### src/rtl/dip_switch_debouncer.sv
// dip_switch_debouncer
//   Conditions a bank of raw DIP switch lines for the LED/status logic:
//   two-flop synchronisation, per-bit debouncing, one-cycle rise/fall pulses,
//   and a valid/ready change-event channel. Changes that arrive while an
//   event is pending are accumulated and issued as the next event.
// Ports
//   clk         system clock, rising edge
//   rst_n       asynchronous active-low reset
//   sw_raw      raw switch pins (asynchronous to clk)
//   sw_stable   debounced switch levels
//   sw_rise     one-cycle pulse per bit on debounced 0->1
//   sw_fall     one-cycle pulse per bit on debounced 1->0
//   evt_valid   change event pending
//   evt_ready   consumer accepts the event when evt_valid & evt_ready
//   evt_mask    bits that changed since the previous event was loaded
//   evt_state   sw_stable value when the event was loaded
//   evt_overrun a bit changed again while already pending in the accumulator
module dip_switch_debouncer #(
  parameter int N_SW            = 8,
  parameter int DEBOUNCE_CYCLES = 50000,
  parameter int CNT_W           = 16
) (
  input  logic            clk,
  input  logic            rst_n,
  input  logic [N_SW-1:0] sw_raw,
  output logic [N_SW-1:0] sw_stable,
  output logic [N_SW-1:0] sw_rise,
  output logic [N_SW-1:0] sw_fall,
  output logic            evt_valid,
  input  logic            evt_ready,
  output logic [N_SW-1:0] evt_mask,
  output logic [N_SW-1:0] evt_state,
  output logic            evt_overrun
);

  localparam logic [CNT_W-1:0] CNT_MAX = CNT_W'(DEBOUNCE_CYCLES - 1);

  typedef enum logic {IDLE, PEND} state_t;

  state_t          state;
  logic [N_SW-1:0] sync_p0;
  logic [N_SW-1:0] sync_p1;
  logic [CNT_W-1:0] cnt_p2 [N_SW];
  logic [CNT_W-1:0] cnt_nxt [N_SW];
  logic [N_SW-1:0] stable_nxt;
  logic [N_SW-1:0] flip;
  logic [N_SW-1:0] acc;
  logic [N_SW-1:0] nxt;
  logic            ovr_acc;
  logic            repeat_flip;

  // Stage p2: per-bit debounce counters decide the next stable level
  always_comb begin
    stable_nxt = sw_stable;
    for (int i = 0; i < N_SW; i++) begin
      cnt_nxt[i] = '0;
      if (sync_p1[i] != sw_stable[i]) begin
        if (cnt_p2[i] == CNT_MAX)
          stable_nxt[i] = ~sw_stable[i];
        else
          cnt_nxt[i] = cnt_p2[i] + 1'b1;
      end
    end
  end

  // The event logic acts on this cycle's flips so an event is loaded on the
  // same edge that sw_stable and the edge pulses update.
  assign flip        = stable_nxt ^ sw_stable;
  assign nxt         = acc | flip;
  assign repeat_flip = |(acc & flip);

  always_ff @(posedge clk or negedge rst_n) begin
    if (!rst_n) begin
      sync_p0     <= '0;
      sync_p1     <= '0;
      for (int i = 0; i < N_SW; i++) cnt_p2[i] <= '0;
      sw_stable   <= '0;
      sw_rise     <= '0;
      sw_fall     <= '0;
      state       <= IDLE;
      evt_valid   <= 1'b0;
      evt_mask    <= '0;
      evt_state   <= '0;
      evt_overrun <= 1'b0;
      acc         <= '0;
      ovr_acc     <= 1'b0;
    end else begin
      // Stage p0/p1: two-flop synchroniser
      sync_p0 <= sw_raw;
      sync_p1 <= sync_p0;
      // Stage p2: debounced level and edge pulses
      for (int i = 0; i < N_SW; i++) cnt_p2[i] <= cnt_nxt[i];
      sw_stable <= stable_nxt;
      sw_rise   <= flip & stable_nxt;
      sw_fall   <= flip & ~stable_nxt;
      // Event channel
      case (state)
        IDLE: begin
          acc     <= '0;
          ovr_acc <= 1'b0;
          if (|flip) begin
            evt_valid   <= 1'b1;
            evt_mask    <= flip;
            evt_state   <= stable_nxt;
            evt_overrun <= 1'b0;
            state       <= PEND;
          end else begin
            evt_valid <= 1'b0;
          end
        end
        PEND: begin
          if (evt_ready) begin
            acc     <= '0;
            ovr_acc <= 1'b0;
            if (|nxt) begin
              // Back-to-back: everything gathered while pending becomes the next event.
              evt_mask    <= nxt;
              evt_state   <= stable_nxt;
              evt_overrun <= ovr_acc | repeat_flip;
            end else begin
              evt_valid <= 1'b0;
              state     <= IDLE;
            end
          end else begin
            acc     <= nxt;
            ovr_acc <= ovr_acc | repeat_flip;
          end
        end
        default: begin
          evt_valid <= 1'b0;
          state     <= IDLE;
        end
      endcase
    end
  end

endmodule

### config.mk
export PLATFORM = sky130hd
export DESIGN_NAME = dip_switch_debouncer
export DESIGN_NICKNAME = d
export VERILOG_FILES = /design/src/rtl/dip_switch_debouncer.sv
export SDC_FILE = /design/constraint.sdc
export NUM_CORES = 1
export LEC_CHECK = 0
export CORE_MARGIN = 3
export CORE_UTILIZATION = 54
export DETAILED_ROUTE_END_ITERATION = 7
export PLACE_DENSITY = 0.77
export REMOVE_ABC_BUFFERS = 1
export SLEW_MARGIN = 20
export SYNTH_ARGS = -nofsm -noshare
export SYNTH_HDL_FRONTEND = slang
export SYNTH_SLANG_ARGS = --single-unit
### constraint.sdc
create_clock -name clk -period 2.9 [get_ports clk]
set_input_delay 0.58 -clock clk [delete_from_list [all_inputs] [get_ports clk]]
set_output_delay 0.58 -clock clk [all_outputs]
set_load 0.005 [all_outputs]
# --- Word-level counts from Yosys, hierarchy flattened ---
# Cells that the tools add are included.
op_classes:
  n_bitwise: 16
  reduce_logical: 5
  n_eq_ne: 20
  mux: 55
  add_sub_neg: 8
op_table:
  columns: ["cell", "n"]
  rows:
  - ["$mux 16", 16]
  - ["$add 16x1->16 const B", 8]
  - ["$eq 16x16->1 const B", 8]
  - ["$mux 8", 7]
  - ["$pmux 8 s2", 3]
  - ["$mux 1", 25]
  - ["$and 8x8->8", 3]
  - ["$reduce_or 8->1", 3]
  - ["$not 1->1", 9]
  - ["$ne 1x1->1", 8]
  - ["$not 8->8", 1]
  - ["$or 8x8->8", 1]
  - ["$pmux 1 s2", 4]
  - ["$xor 8x8->8", 1]
  - ["$ne 2x2->1 const B", 3]
  - ["$reduce_and 3->1", 1]
  - ["$ne 2x1->1 const B", 1]
  - ["$reduce_and 2->1", 1]
  - ["$or 1x1->1", 1]
word_totals:
  regBits: 196
  out_inout_bits: 42

# --- Depth between registers and ports, before layout ---
depth:
  word_depth: 10
  mapped_depth: 11
  mapped_depth_nobuf: 9

# --- Worst setup path after synthesis ---
# Ideal clock, no wire load.
synth_path:
  path_type: "register -> register"
  from: "reg cnt_p2[64] (netlist name)"
  to: "reg evt_mask[0]"
  t_arrival_ns: 2.769
  path_stages_with_launch: 12
  path_slack_ns: 0.006
  path_cell_list: "dfrtp_1 > ha_1 > and3_1 > nand4_1 > mux2_2 > ha_1 > nand4_1 > or2_2 > o21a_1 > buf_2 > buf_2 > mux2_2"
synth_between:
  elab_chain_cells: 8
synth_lines:
  columns: ["element", "line_no", "text"]
  rows:
  - ["start: declaration", "43", "logic [CNT_W-1:0] cnt_p2 [N_SW];"]
  - ["$eq 16x16->1 *", "58", "if (cnt_p2[i] == CNT_MAX)"]
  - ["$mux 1 *", "58", null]
  - ["$mux 1 *", "57", "if (sync_p1[i] != sw_stable[i]) begin"]
  - ["via stable_nxt[3]", "45", "logic [N_SW-1:0] stable_nxt;"]
  - ["$xor 8x8->8 *", "68", "assign flip = stable_nxt ^ sw_stable;"]
  - ["$or 8x8->8", "69", "assign nxt = acc | flip;"]
  - ["$reduce_or 8->1", "115", "if (|nxt) begin"]
  - ["$ne 2x1->1 (no line)", null, null]
  - ["$reduce_and 3->1 (no line) *", null, null]
  - ["end signal: assignment", "103", "evt_mask <= flip;"]
  - ["end signal: assignment", "117", "evt_mask <= nxt;"]
  - ["end: declaration", "31", "output logic [N_SW-1:0] evt_mask,"]
# Mark *: on every way through the listed nets, which the timed path passes. The rest lies on a longest branch.
# A chain may end at the register's enable or synchronous reset.

# --- Final worst setup path ---
layout_path:
  from: "reg cnt_p2[10] (netlist name)"
  to: "reg evt_state[0]"
layout_between:
  elab_chain_cells: 8
layout_lines:
  columns: ["element", "line_no", "text"]
  rows:
  - ["$eq 16x16->1 *", "58", null]
  - ["$mux 1 *", "58", null]
  - ["$mux 1 *", "57", null]
  - ["via stable_nxt[7]", "45", null]
  - ["$xor 8x8->8 *", "68", null]
  - ["$or 8x8->8", "69", null]
  - ["$reduce_or 8->1", "115", null]
  - ["$ne 2x1->1 (no line)", null, null]
  - ["$reduce_and 3->1 (no line) *", null, null]
  - ["end signal: assignment", "104", "evt_state <= stable_nxt;"]
  - ["end signal: assignment", "118", "evt_state <= stable_nxt;"]
  - ["end: declaration", "32", "output logic [N_SW-1:0] evt_state,"]
# Marked as above.

==> results.txt <==
DR iter-0 viols = 412
Most frequent cell after synthesis = dfrtp_1
Register clock-pin slew on the reported worst setup and hold paths = 70 ps
HP Class = in -> async
Worst Tran Pin Value = 680 ps
CP max stage cell = dfrtp_1
Antenna violations before repair = 0
CP Capture Type = flip-flop
Routed Antenna Nets = 0
Syn_area_per_cell = 10.7 um2
CTS tree = done
Final hold vios = 0
Max-cap violations = 0
Pwr per Cell Area = 482 mW/mm2
First-pass DRT Iterations = 5
Starting density of the core = 55.4%
Final setup TNS = 0 ps
CTS Buf Count = 17
FF+latch count, synth = 196
Vias = 6477
Die W = 134 um
Layout Skew = 9.51 ps
Layout cells sized above 1 = 18.6%
N_diodes = 0
Post-synth EDFFs = 0
Via density = 5.40
CTS root buf = clkbuf_16
Buf+Inv Stages, Crit Path = 1
Critical Path Max Stage Delay = 430 ps
Synth async-reset ratio = 100%
Synth cell types = 43
Detailed Place HPWL = 12500 um
Sw Pwr = 1.21 mW
Main synth FF type = dfrtp_1
Crit-path leading delay family = simple AND/OR/NAND/NOR gates
GPL Wtd Cong = 0.879
Worst hold slack = 194 ps
Pin count of the biggest net entering global routing = 83
# DRC = 0
Yosys warning total = 0
Clk_lat worst skew = 430 ps
Final-stage net count = 1006
Comb pwr share = 3.2%
CP max FO = 10
List of most frequent post-synthesis cells = dfrtp_1 (196), nor2_1 (101), xnor2_1 (62), nand2_1 (58), inv_1 (45)
Most used cell along the critical path = nand4_1
Switching Fraction = 22.6%
Synth top area share = 55.3%
VDD IR-drop max = 0.000435 V
Port Buf Inserts = 52
CTS H-tree depth = 4
CTS max path bufs = 2
Clock power frac = 44.4%
Final Setup Violations = 0
Max Slew Vio Count = 0
Layout area overhead = 25.1%
GRT Util Overall = 21.1%
Seq/Total Area, Yosys = 55.3%
Routed wire per std cell = 15.7 um
Core area = 0.0160 mm2
# rows = 46
Final worst setup slack = 48.9 ps
Seq pwr share = 52.4%
Crit path kind = reg -> reg
Io pins = 53
Worst-path cell chain = nor4b_1, nand4_1, mux2_4, ha_4, nand4_1, or2_2, o21a_1, buf_4, mux2_2
Post-synthesis cell count = 828
GRT overflow = 0
Req. time, crit path = 3210 ps
CP startpoint kind = flip-flop
Die area = 0.0180 mm2
Minimum clock period = 2850 ps
First-pass GRT wire length = 30700 um
Worst slew margin = 54.7%
Status = complete, no violations
Area leader, netlist = dfrtp_1
Worst Path Arrival = 3160 ps
Final worst path period share = 98.3%
P_leak = 4.76 nW
Max frequency = 0.351 GHz
Number of global-route vias before repair = 6523
Pint = 4.14 mW
Clock sink count = 196
Pre-CTS WS = -70.2 ps
Final wirelength = 18800 um
Area contributors post-synth = dfrtp_1 (55%), xnor2_1 (6.1%), nor2_1 (4.3%), ha_1 (3.4%), mux2_2 (3.0%)
Total power = 5.35 mW
Die height = 134 um
Syn Std Cell Area = 0.00887 mm2
timing repair:
action                     in CTS  in global routing
hold buffers                    0                  0
setup endpoints to repair      16                 17
pin swaps                       0                  6
buffers inserted                0                  8
gates resized for setup         4                 29
per-stage QoR:
step                cells  instance area [um2]  util [%]
global route         1200                11100      69.3
floorplan             814                 8810         -
CTS                  1192                10800      67.7
detailed placement   1160                10200      63.9
global placement     1160                10200      63.9
finish               1200                11100      69.3
flip-flops by register name, summed over array words and instances (netlist names):
name,count
cnt_p2,128
ovr_acc,1
evt_valid,1
sw_stable,8
sync_p0,8
evt_state,8
sw_rise,8
evt_overrun,1
sync_p1,8
acc,8
evt_mask,8
sw_fall,8
state,1
cells by family after synthesis:
kind of cell | after synthesis | share of synthesized area (%)
muxes | 25 | 3.16
and+or+nand+nor | 358 | 21.6
adders and majority gates | 24 | 3.39
xor gates and xnor gates | 92 | 9.08
DFF | 196 | 55.3
AOI/OAI and AO/OA | 74 | 4.91
buffers and inverters | 59 | 2.55
metal layers:
| metal | vias to the layer above | global-route usage, % | share of wire, % |
|---|---|---|---|
| met4 | 0 | 5.88 | 1.2 |
| li1 | 3173 | - | - |
| met3 | 21 | 4.61 | 3.4 |
| met1 | 3178 | 28.2 | 45 |
| met2 | 105 | 35.2 | 50 |
| met5 | - | 0 | 0 |
cell type report:
cell class	count	area, um2
clock buffers	19	443
clock inverters	13	146
well taps	216	270
fillers	1196	4910
inverters	45	169
multi-input cells	573	3970
repair buffers	138	1190
flip-flops and latches	196	4900
worst register-to-register path: cells and delay by family, from the launching register on:
family | cells | cell delay (ps)
compound gates | 1 | 200
fa+ha+maj | 1 | 280
buf+inv | 1 | 180
flops | 1 | 430
mux | 2 | 680
simple gates | 4 | 970
layout by cell type (no fill, tap or decap), types with 11 or more instances in the layout:
| master | synthesis | layout |
|---|---|---|
| a21oi_1 | 34 | 34 |
| and3_1 | 22 | 21 |
| buf_4 | 0 | 84 |
| clkbuf_16 | 0 | 17 |
| clkdlybuf4s50_1 | 0 | 51 |
| dfrtp_1 | 196 | 196 |
| ha_1 | 24 | 11 |
| inv_1 | 45 | 45 |
| mux2_2 | 24 | 20 |
| nand2_1 | 58 | 58 |
| nand3_1 | 35 | 35 |
| nand4_1 | 30 | 30 |
| nor2_1 | 101 | 101 |
| nor3_1 | 13 | 13 |
| nor4_1 | 23 | 23 |
| o21ai_0 | 17 | 17 |
| or3_1 | 19 | 19 |
| xnor2_1 | 62 | 62 |
| xor2_1 | 30 | 30 |
final timing paths:
check	start	end	slack, ps	depth (start not counted)
min in group clk	sync_p0[2]	sync_p1[2]	350	0
worst min register to register	sync_p0[2]	sync_p1[2]	350	0
worst min-delay path	rst_n	sw_rise[4]	190	1
worst max-delay path	cnt_p2[10]	evt_state[0]	50	9
max in group asynchronous	rst_n	cnt_p2[69]	1910	2
worst max register to register	cnt_p2[10]	evt_state[0]	50	9
power by group through the flow:
stage | sequential [mW] | clock (mW) | combinational, mW
2_1_floorplan | 2.85 | 0 | 0.0644
3_3_place_gp | 2.85 | 0 | 0.165
3_5_place_dp | 2.85 | 0 | 0.170
4_1_cts | 2.80 | 2.42 | 0.171
5_1_grt | 2.81 | 2.54 | 0.200
6_report | 2.80 | 2.37 | 0.172
No activity file was read; power rests on OpenSTA's default activity.
